### src/rtl/mandel_iter.sv
// Mandelbrot/Julia escape-time engine for one pixel, plus the pipelined fixed-point multiplier it drives.
// Optional JULIA_SEED_EN adds z0x/z0y seed ports; without it z0 = 0.
module mul #(
    parameter int WIDTH = 25,
    parameter int FBITS = 21
) (
    input  logic                    clk,
    input  logic                    rst,
    input  logic                    start,
    input  logic signed [WIDTH-1:0] a,
    input  logic signed [WIDTH-1:0] b,
    output logic                    done,
    output logic signed [WIDTH-1:0] val,
    output logic                    ovf
);
    localparam int PW = 2 * WIDTH;
    localparam logic signed [WIDTH-1:0] S_MAX = {1'b0, {(WIDTH-1){1'b1}}};
    localparam logic signed [WIDTH-1:0] S_MIN = {1'b1, {(WIDTH-1){1'b0}}};

    logic [3:0]             vld_q, vld_d;
    logic signed [PW-1:0]   prod_q, prod_d;
    logic signed [PW-1:0]   shf_q, shf_d;
    logic signed [WIDTH-1:0] sat_q, sat_d, val_q, val_d;
    logic                   sovf_q, sovf_d, ovf_q, ovf_d;
    logic [PW-WIDTH:0]      top;

    // Four register stages: product, scale, saturate, output.
    always_comb begin
        vld_d  = {vld_q[2:0], start};
        prod_d = PW'(a) * PW'(b);
        shf_d  = prod_q >>> FBITS;
        top    = shf_q[PW-1:WIDTH-1];
        sovf_d = !((&top) || (~|top));
        if (sovf_d) sat_d = shf_q[PW-1] ? S_MIN : S_MAX;
        else        sat_d = shf_q[WIDTH-1:0];
        val_d  = sat_q;
        ovf_d  = sovf_q;
    end

    always_ff @(posedge clk) begin
        if (rst) begin
            vld_q  <= '0;
            prod_q <= '0;
            shf_q  <= '0;
            sat_q  <= '0;
            sovf_q <= 1'b0;
            val_q  <= '0;
            ovf_q  <= 1'b0;
        end else begin
            vld_q  <= vld_d;
            prod_q <= prod_d;
            shf_q  <= shf_d;
            sat_q  <= sat_d;
            sovf_q <= sovf_d;
            val_q  <= val_d;
            ovf_q  <= ovf_d;
        end
    end

    assign done = vld_q[3];
    assign val  = val_q;
    assign ovf  = ovf_q;
endmodule

module mandel_iter #(
    parameter int WIDTH = 25,
    parameter int FBITS = 21,
    parameter int ITERW = 8
) (
    input  logic                    clk,
    input  logic                    rst,
    input  logic                    start,
    input  logic signed [WIDTH-1:0] cx,
    input  logic signed [WIDTH-1:0] cy,
`ifdef JULIA_SEED_EN
    input  logic signed [WIDTH-1:0] z0x,
    input  logic signed [WIDTH-1:0] z0y,
`endif
    input  logic [ITERW-1:0]        max_iter,
    output logic                    busy,
    output logic                    done,
    output logic                    escaped,
    output logic [ITERW-1:0]        iter
);
    typedef enum logic [2:0] {S_IDLE, S_MXX, S_MYY, S_MXY, S_CHECK} state_t;

    localparam logic signed [WIDTH-1:0] S_MAX = {1'b0, {(WIDTH-1){1'b1}}};
    localparam logic signed [WIDTH-1:0] S_MIN = {1'b1, {(WIDTH-1){1'b0}}};
    localparam logic signed [WIDTH:0]   FOUR  = (WIDTH+1)'(1) << (FBITS + 2);

    function automatic logic signed [WIDTH-1:0] sat(input logic signed [WIDTH+1:0] v);
        if (v > (WIDTH+2)'(S_MAX))      return S_MAX;
        else if (v < (WIDTH+2)'(S_MIN)) return S_MIN;
        else                            return v[WIDTH-1:0];
    endfunction

    state_t                  state_q, state_d;
    logic                    wait_q, wait_d;
    logic signed [WIDTH-1:0] cx_q, cx_d, cy_q, cy_d;
    logic signed [WIDTH-1:0] x_q, x_d, y_q, y_d;
    logic signed [WIDTH-1:0] xx_q, xx_d, yy_q, yy_d, xy_q, xy_d;
    logic [ITERW-1:0]        max_q, max_d, n_q, n_d, iter_q, iter_d;
    logic                    ovf_any_q, ovf_any_d;
    logic                    busy_q, busy_d, done_q, done_d, esc_q, esc_d;

    logic                    mul_start, mul_done, mul_ovf;
    logic signed [WIDTH-1:0] mul_a, mul_b, mul_val;
    logic signed [WIDTH-1:0] seed_x, seed_y;
    logic signed [WIDTH:0]   mag;
    logic signed [WIDTH+1:0] nx_w, ny_w;

`ifdef JULIA_SEED_EN
    assign seed_x = z0x;
    assign seed_y = z0y;
`else
    assign seed_x = '0;
    assign seed_y = '0;
`endif

    mul #(.WIDTH(WIDTH), .FBITS(FBITS)) u_mul (
        .clk   (clk),
        .rst   (rst),
        .start (mul_start),
        .a     (mul_a),
        .b     (mul_b),
        .done  (mul_done),
        .val   (mul_val),
        .ovf   (mul_ovf)
    );

    always_comb begin
        mul_a = x_q;
        mul_b = y_q;
        case (state_q)
            S_MXX:   begin mul_a = x_q; mul_b = x_q; end
            S_MYY:   begin mul_a = y_q; mul_b = y_q; end
            default: begin mul_a = x_q; mul_b = y_q; end
        endcase
        // start is a one-cycle pulse in the issue sub-cycle only; holding it would restart mul.
        mul_start = (state_q == S_MXX || state_q == S_MYY || state_q == S_MXY) && !wait_q;

        mag  = (WIDTH+1)'(xx_q) + (WIDTH+1)'(yy_q);
        nx_w = (WIDTH+2)'(xx_q) - (WIDTH+2)'(yy_q) + (WIDTH+2)'(cx_q);
        ny_w = ((WIDTH+2)'(xy_q) <<< 1) + (WIDTH+2)'(cy_q);
    end

    always_comb begin
        state_d   = state_q;
        wait_d    = wait_q;
        cx_d      = cx_q;
        cy_d      = cy_q;
        max_d     = max_q;
        x_d       = x_q;
        y_d       = y_q;
        n_d       = n_q;
        xx_d      = xx_q;
        yy_d      = yy_q;
        xy_d      = xy_q;
        ovf_any_d = ovf_any_q;
        busy_d    = busy_q;
        done_d    = 1'b0;
        esc_d     = esc_q;
        iter_d    = iter_q;

        case (state_q)
            S_IDLE: begin
                if (start) begin
                    cx_d      = cx;
                    cy_d      = cy;
                    max_d     = max_iter;
                    x_d       = seed_x;
                    y_d       = seed_y;
                    n_d       = '0;
                    ovf_any_d = 1'b0;
                    busy_d    = 1'b1;
                    wait_d    = 1'b0;
                    state_d   = S_MXX;
                end
            end
            S_MXX, S_MYY, S_MXY: begin
                if (!wait_q) begin
                    wait_d = 1'b1;
                end else if (mul_done) begin
                    wait_d    = 1'b0;
                    ovf_any_d = ovf_any_q | mul_ovf;
                    case (state_q)
                        S_MXX:   begin xx_d = mul_val; state_d = S_MYY;   end
                        S_MYY:   begin yy_d = mul_val; state_d = S_MXY;   end
                        default: begin xy_d = mul_val; state_d = S_CHECK; end
                    endcase
                end
            end
            S_CHECK: begin
                if (ovf_any_q || mag > FOUR) begin
                    esc_d   = 1'b1;
                    iter_d  = n_q;
                    done_d  = 1'b1;
                    busy_d  = 1'b0;
                    state_d = S_IDLE;
                end else if (n_q == max_q) begin
                    esc_d   = 1'b0;
                    iter_d  = n_q;
                    done_d  = 1'b1;
                    busy_d  = 1'b0;
                    state_d = S_IDLE;
                end else begin
                    x_d       = sat(nx_w);
                    y_d       = sat(ny_w);
                    n_d       = n_q + 1'b1;
                    ovf_any_d = 1'b0;
                    wait_d    = 1'b0;
                    state_d   = S_MXX;
                end
            end
            default: state_d = S_IDLE;
        endcase
    end

    always_ff @(posedge clk) begin
        if (rst) begin
            state_q   <= S_IDLE;
            wait_q    <= 1'b0;
            cx_q      <= '0;
            cy_q      <= '0;
            max_q     <= '0;
            x_q       <= '0;
            y_q       <= '0;
            n_q       <= '0;
            xx_q      <= '0;
            yy_q      <= '0;
            xy_q      <= '0;
            ovf_any_q <= 1'b0;
            busy_q    <= 1'b0;
            done_q    <= 1'b0;
            esc_q     <= 1'b0;
            iter_q    <= '0;
        end else begin
            state_q   <= state_d;
            wait_q    <= wait_d;
            cx_q      <= cx_d;
            cy_q      <= cy_d;
            max_q     <= max_d;
            x_q       <= x_d;
            y_q       <= y_d;
            n_q       <= n_d;
            xx_q      <= xx_d;
            yy_q      <= yy_d;
            xy_q      <= xy_d;
            ovf_any_q <= ovf_any_d;
            busy_q    <= busy_d;
            done_q    <= done_d;
            esc_q     <= esc_d;
            iter_q    <= iter_d;
        end
    end

    assign busy    = busy_q;
    assign done    = done_q;
    assign escaped = esc_q;
    assign iter    = iter_q;
endmodule
### config.mk
export PLATFORM = sky130hd
export DESIGN_NAME = mandel_iter
export DESIGN_NICKNAME = d
export VERILOG_FILES = /design/src/rtl/mandel_iter.sv
export SDC_FILE = /design/constraint.sdc
export NUM_CORES = 2
export LEC_CHECK = 0
export ABC_AREA = 1
export BUFFER_PORTS_ARGS = -buffer_cell sky130_fd_sc_hd__clkbuf_2
export CAP_MARGIN = 25
export CORE_ASPECT_RATIO = 1.1
export CORE_UTILIZATION = 28
export CTS_CLUSTER_DIAMETER = 60
export DETAILED_ROUTE_END_ITERATION = 7
export REMOVE_ABC_BUFFERS = 1
export SLEW_MARGIN = 20
export SYNTH_ARGS = -nofsm -noshare
export SYNTH_HDL_FRONTEND = slang
export SYNTH_SLANG_ARGS = --single-unit
### constraint.sdc
create_clock -name clk -period 21.3 [get_ports clk]
set_input_delay 3.195 -clock clk [delete_from_list [all_inputs] [get_ports clk]]
set_output_delay 3.195 -clock clk [all_outputs]
set_load 0.005 [all_outputs]
==> impl_metrics.prom <==
# TYPE chip_impl_metric gauge
chip_impl_metric{name="final_estimated_routing_congestion_in_global_placement",unit=""} 0.965
chip_impl_metric{name="dp.cells",unit=""} 7100
chip_impl_info{name="setup.worst_path.end",value="u_mul.prod_q[46]"} 1
chip_impl_metric{name="slew-limit-headroom",unit=""} 0.319
chip_impl_metric{name="numCtsBuffers",unit=""} 39
chip_impl_info{name="yosys_most_used_dff",value="sky130_fd_sc_hd__dfxtp_1"} 1
chip_impl_metric{name="num_antenna_cells",unit=""} 0
chip_impl_info{name="min-delay-start",value="u_mul.prod_q[46]"} 1
chip_impl_metric{name="finalNonFillerCells",unit=""} 7171
chip_impl_metric{name="critical_path.max_fanout",unit=""} 50
chip_impl_metric{name="async_s_r_ff_share_synth",unit=""} 0
chip_impl_metric{name="grt_max_degree",unit=""} 109
chip_impl_metric{name="yosys_synthesis_warning_count",unit=""} 0
chip_impl_metric{name="postSynthRegisterBits",unit=""} 321
chip_impl_metric{name="dr.first_iter.drc_count",unit=""} 2786
chip_impl_metric{name="worst_slack",unit="ps"} 11890
chip_impl_metric{name="place_ws",unit="ps"} 12120
chip_impl_metric{name="overflow",unit=""} 0
chip_impl_metric{name="synth_cell_types",unit=""} 53
chip_impl_metric{name="power_per_cell_area",unit="mW/mm²"} 57.6
chip_impl_metric{name="max_cap_violations",unit=""} 0
chip_impl_metric{name="ant_nets",unit=""} 0
chip_impl_metric{name="setup_viol",unit=""} 0
chip_impl_metric{name="synth-seq-area-share",unit=""} 0.161
chip_impl_info{name="startpoint",value="state_q[2]"} 1
chip_impl_metric{name="dpl.hpwl",unit="µm"} 101000
chip_impl_metric{name="die_y",unit="µm"} 398
chip_impl_metric{name="floorplan.initialDensity",unit=""} 0.284
chip_impl_metric{name="nets",unit=""} 6205
chip_impl_metric{name="syn_to_final_growth",unit="%"} 9.46
chip_impl_metric{name="fin_setup_tns",unit="ps"} 0
chip_impl_metric{name="final.fill_count",unit=""} 15100
chip_impl_metric{name="syn_inst",unit=""} 5268
chip_impl_metric{name="timing.critical_path.arrival",unit="ps"} 9830
chip_impl_metric{name="total_count_of_hold_check_failures_in_the_final_report",unit=""} 0
chip_impl_metric{name="final.period_utilization",unit=""} 0.442
chip_impl_metric{name="rows",unit=""} 144
chip_impl_metric{name="ctsLongestPathBuffers",unit=""} 3
chip_impl_metric{name="route.final.wire_length",unit="µm"} 126000
chip_impl_info{name="mostFrequentLayoutCell",value="sky130_fd_sc_hd__inv_1"} 1
chip_impl_metric{name="antenna_found_initial",unit=""} 0
chip_impl_info{name="outcome",value="finished clean"} 1
chip_impl_info{name="cts_tree",value="yes"} 1
chip_impl_info{name="worst_r2r_startpoint",value="state_q[2]"} 1
chip_impl_metric{name="mappedNetlistArea",unit="mm²"} 0.0399
chip_impl_metric{name="timing.critical_path.slowest_cell_delay",unit="ps"} 980
chip_impl_metric{name="drt-vias-per-instance",unit=""} 4.67
chip_impl_metric{name="post_drt_wl_per_cell",unit="µm"} 17.6
chip_impl_info{name="endpoint_kind",value="flip-flop"} 1
chip_impl_metric{name="detailroute.via_count",unit=""} 33500
chip_impl_metric{name="clk-insertion-delay-late",unit="ps"} 560
chip_impl_metric{name="post_cts_resize_count",unit=""} 0
chip_impl_info{name="hp-class",value="flip-flop to flip-flop"} 1
chip_impl_info{name="slowest_stage",value="sky130_fd_sc_hd__fa_1"} 1
chip_impl_metric{name="cts.reportedPaths.clkPinSlew",unit="ps"} 60
chip_impl_info{name="mostFrequentLayoutCells",value="1206 x sky130_fd_sc_hd__inv_1, 1008 x sky130_fd_sc_hd__nand2_1, 684 x sky130_fd_sc_hd__fa_1"} 1
chip_impl_metric{name="regToRegSetupSlack",unit="ps"} 11890
chip_impl_metric{name="ios",unit=""} 72
chip_impl_metric{name="dieArea",unit="mm²"} 0.144
chip_impl_metric{name="p_leak",unit="nW"} 21.0
chip_impl_metric{name="cts_setup_buffers",unit=""} 0
chip_impl_metric{name="fin_skew",unit="ps"} 31.1
chip_impl_metric{name="cp_data_required_time",unit="ps"} 21720
chip_impl_info{name="clk_root_buffer_cell",value="sky130_fd_sc_hd__clkbuf_16"} 1
chip_impl_metric{name="reg_area",unit="mm²"} 0.00643
chip_impl_metric{name="ir_drop",unit="V"} 0.0000597
chip_impl_metric{name="die_width",unit="µm"} 362
chip_impl_metric{name="finalMaxSlewViolations",unit=""} 0
chip_impl_metric{name="io_buffers",unit=""} 71
chip_impl_metric{name="via_count_of_the_first_global_routing_pass",unit=""} 34700
chip_impl_metric{name="cts_num_sinks",unit=""} 321
chip_impl_metric{name="drt-pass1-iter-count",unit=""} 6
chip_impl_metric{name="period_needed",unit="ps"} 9410
chip_impl_info{name="crit_path_start_kind",value="flip-flop"} 1
chip_impl_info{name="rsz0062_at_grt",value="no"} 1
chip_impl_metric{name="drc",unit=""} 0
chip_impl_info{name="crit-reg2reg-capture",value="u_mul.prod_q[46]"} 1
chip_impl_metric{name="cts_hold_repair.buffers",unit=""} 0
chip_impl_metric{name="total_power",unit="mW"} 2.52
chip_impl_metric{name="grt_use_total",unit=""} 0.177
chip_impl_info{name="layout_top_registers",value="u_mul.prod_q (29), u_mul.shf_q (29)"} 1
chip_impl_metric{name="first_pass_grt_wire_length",unit="µm"} 199000
chip_impl_metric{name="drive_gt1_frac",unit=""} 0.0484
chip_impl_metric{name="worst-slew-pin-transition",unit="ps"} 1010
chip_impl_metric{name="ctsHtreeMaxLevel",unit=""} 2
chip_impl_info{name="crit_top_cell",value="sky130_fd_sc_hd__fa_1"} 1
chip_impl_info{name="timing_worst_setup_path_type",value="flip-flop to flip-flop"} 1
chip_impl_metric{name="synth-edff-count",unit=""} 0
chip_impl_metric{name="number_of_cells_on_the_worst_reg_to_reg_path",unit=""} 25
chip_impl_metric{name="syn_avg_cell_area",unit="µm²"} 7.58
chip_impl_metric{name="fmaxAchievable",unit="MHz"} 106
chip_impl_metric{name="multiInputGateArea",unit="mm²"} 0.0282
chip_impl_metric{name="placeableCoreArea",unit="mm²"} 0.141
## critical path, delay by kind of cell (launching register included)
kind | cells | cell delay, ps
AND/OR/NAND/NOR | 8 | 2570
buffers and inverters | 7 | 1140
flip-flops | 1 | 440
adder cells (fa/ha/maj) | 8 | 4660
AO/OA/AOI/OAI | 2 | 440
## metal layers
metal | wire [µm] | GRT usage
met3 | 8560 | 0.0230
met4 | 5900 | 0.0735
met1 | 52100 | 0.226
met5 | 0 | 0
met2 | 59600 | 0.302
## per-stage QoR
| step | instance area (µm²) | hold slack (ps) | util |
|---|---|---|---|
| 6_report | 43700 | 395 | 0.311 |
| 4_1_cts | 43700 | 394 | 0.310 |
| 3_5_place_dp | 42400 | 392 | 0.301 |
| 5_1_grt | 43700 | 414 | 0.311 |
| 2_1_floorplan | 39100 | 388 | - |
| 3_3_place_gp | 42400 | 390 | 0.301 |
## final cells by class
| type | count | area share |
|---|---|---|
| multi-input combinational | 3532 | 0.645 |
| inverter | 1216 | 0.104 |
| clock inverter | 15 | 0.00361 |
| sequential | 321 | 0.147 |
| clock buffer | 55 | 0.0260 |
| tap | 1898 | 0.0543 |
| timing repair buffer | 134 | 0.0195 |
## worst min-delay path by stage
| stage | end | slack, ps | depth (start not counted) |
|---|---|---|---|
| after floorplan | u_mul.ovf | 390 | 2 |
| after global placement | u_mul.ovf | 390 | 2 |
| after detailed placement | u_mul.val[19] | 390 | 2 |
| after CTS | u_mul.shf_q[12] | 390 | 2 |
| after global routing | u_mul.val[16] | 410 | 2 |
| final | u_mul.shf_q[25] | 390 | 2 |
## cells by family (layout without fill, tap and decap cells)
kind of cell               count (synthesis)  count (layout)  synth area share
and+or+nand+nor                         1892            1892             0.190
buffers and inverters                   1415            1420             0.134
adders and majority gates                900             900             0.411
AOI/OAI and AO/OA                        673             673            0.0896
DFF                                      321             321             0.161
xor gates and xnor gates                  67              67            0.0147
## synth_stat cells, types with 8 or more instances
cell | count | area share
sky130_fd_sc_hd__inv_1 | 1208 | 0.11
sky130_fd_sc_hd__nand2_1 | 1009 | 0.095
sky130_fd_sc_hd__fa_1 | 684 | 0.34
sky130_fd_sc_hd__nor2_1 | 621 | 0.058
sky130_fd_sc_hd__a21oi_1 | 373 | 0.047
sky130_fd_sc_hd__dfxtp_1 | 321 | 0.16
sky130_fd_sc_hd__ha_1 | 216 | 0.068
sky130_fd_sc_hd__o21ai_0 | 196 | 0.025
sky130_fd_sc_hd__clkbuf_1 | 174 | 0.016
sky130_fd_sc_hd__nand3_1 | 149 | 0.019
sky130_fd_sc_hd__xor2_1 | 45 | 0.0099
sky130_fd_sc_hd__nand4_1 | 40 | 0.0063
sky130_fd_sc_hd__nor3_1 | 23 | 0.0029
sky130_fd_sc_hd__o21ai_1 | 22 | 0.0028
sky130_fd_sc_hd__xnor2_1 | 22 | 0.0048
sky130_fd_sc_hd__a31oi_1 | 21 | 0.0033
sky130_fd_sc_hd__o21a_1 | 15 | 0.0028
sky130_fd_sc_hd__buf_4 | 11 | 0.0021
sky130_fd_sc_hd__o21bai_1 | 10 | 0.0019
sky130_fd_sc_hd__a21o_1 | 8 | 0.0015
sky130_fd_sc_hd__buf_2 | 8 | 0.0010
sky130_fd_sc_hd__nor2_2 | 8 | 0.0013
sky130_fd_sc_hd__nor4_1 | 8 | 0.0013
## report_power, final
part           switching (mW)  internal, mW  leakage [nW]  total (mW)
clock                   0.271         0.390         0.631       0.661
sequential             0.0400         0.667          2.60       0.707
combinational           0.806         0.341          17.8        1.15
No activity file was read; power rests on OpenSTA's default activity.
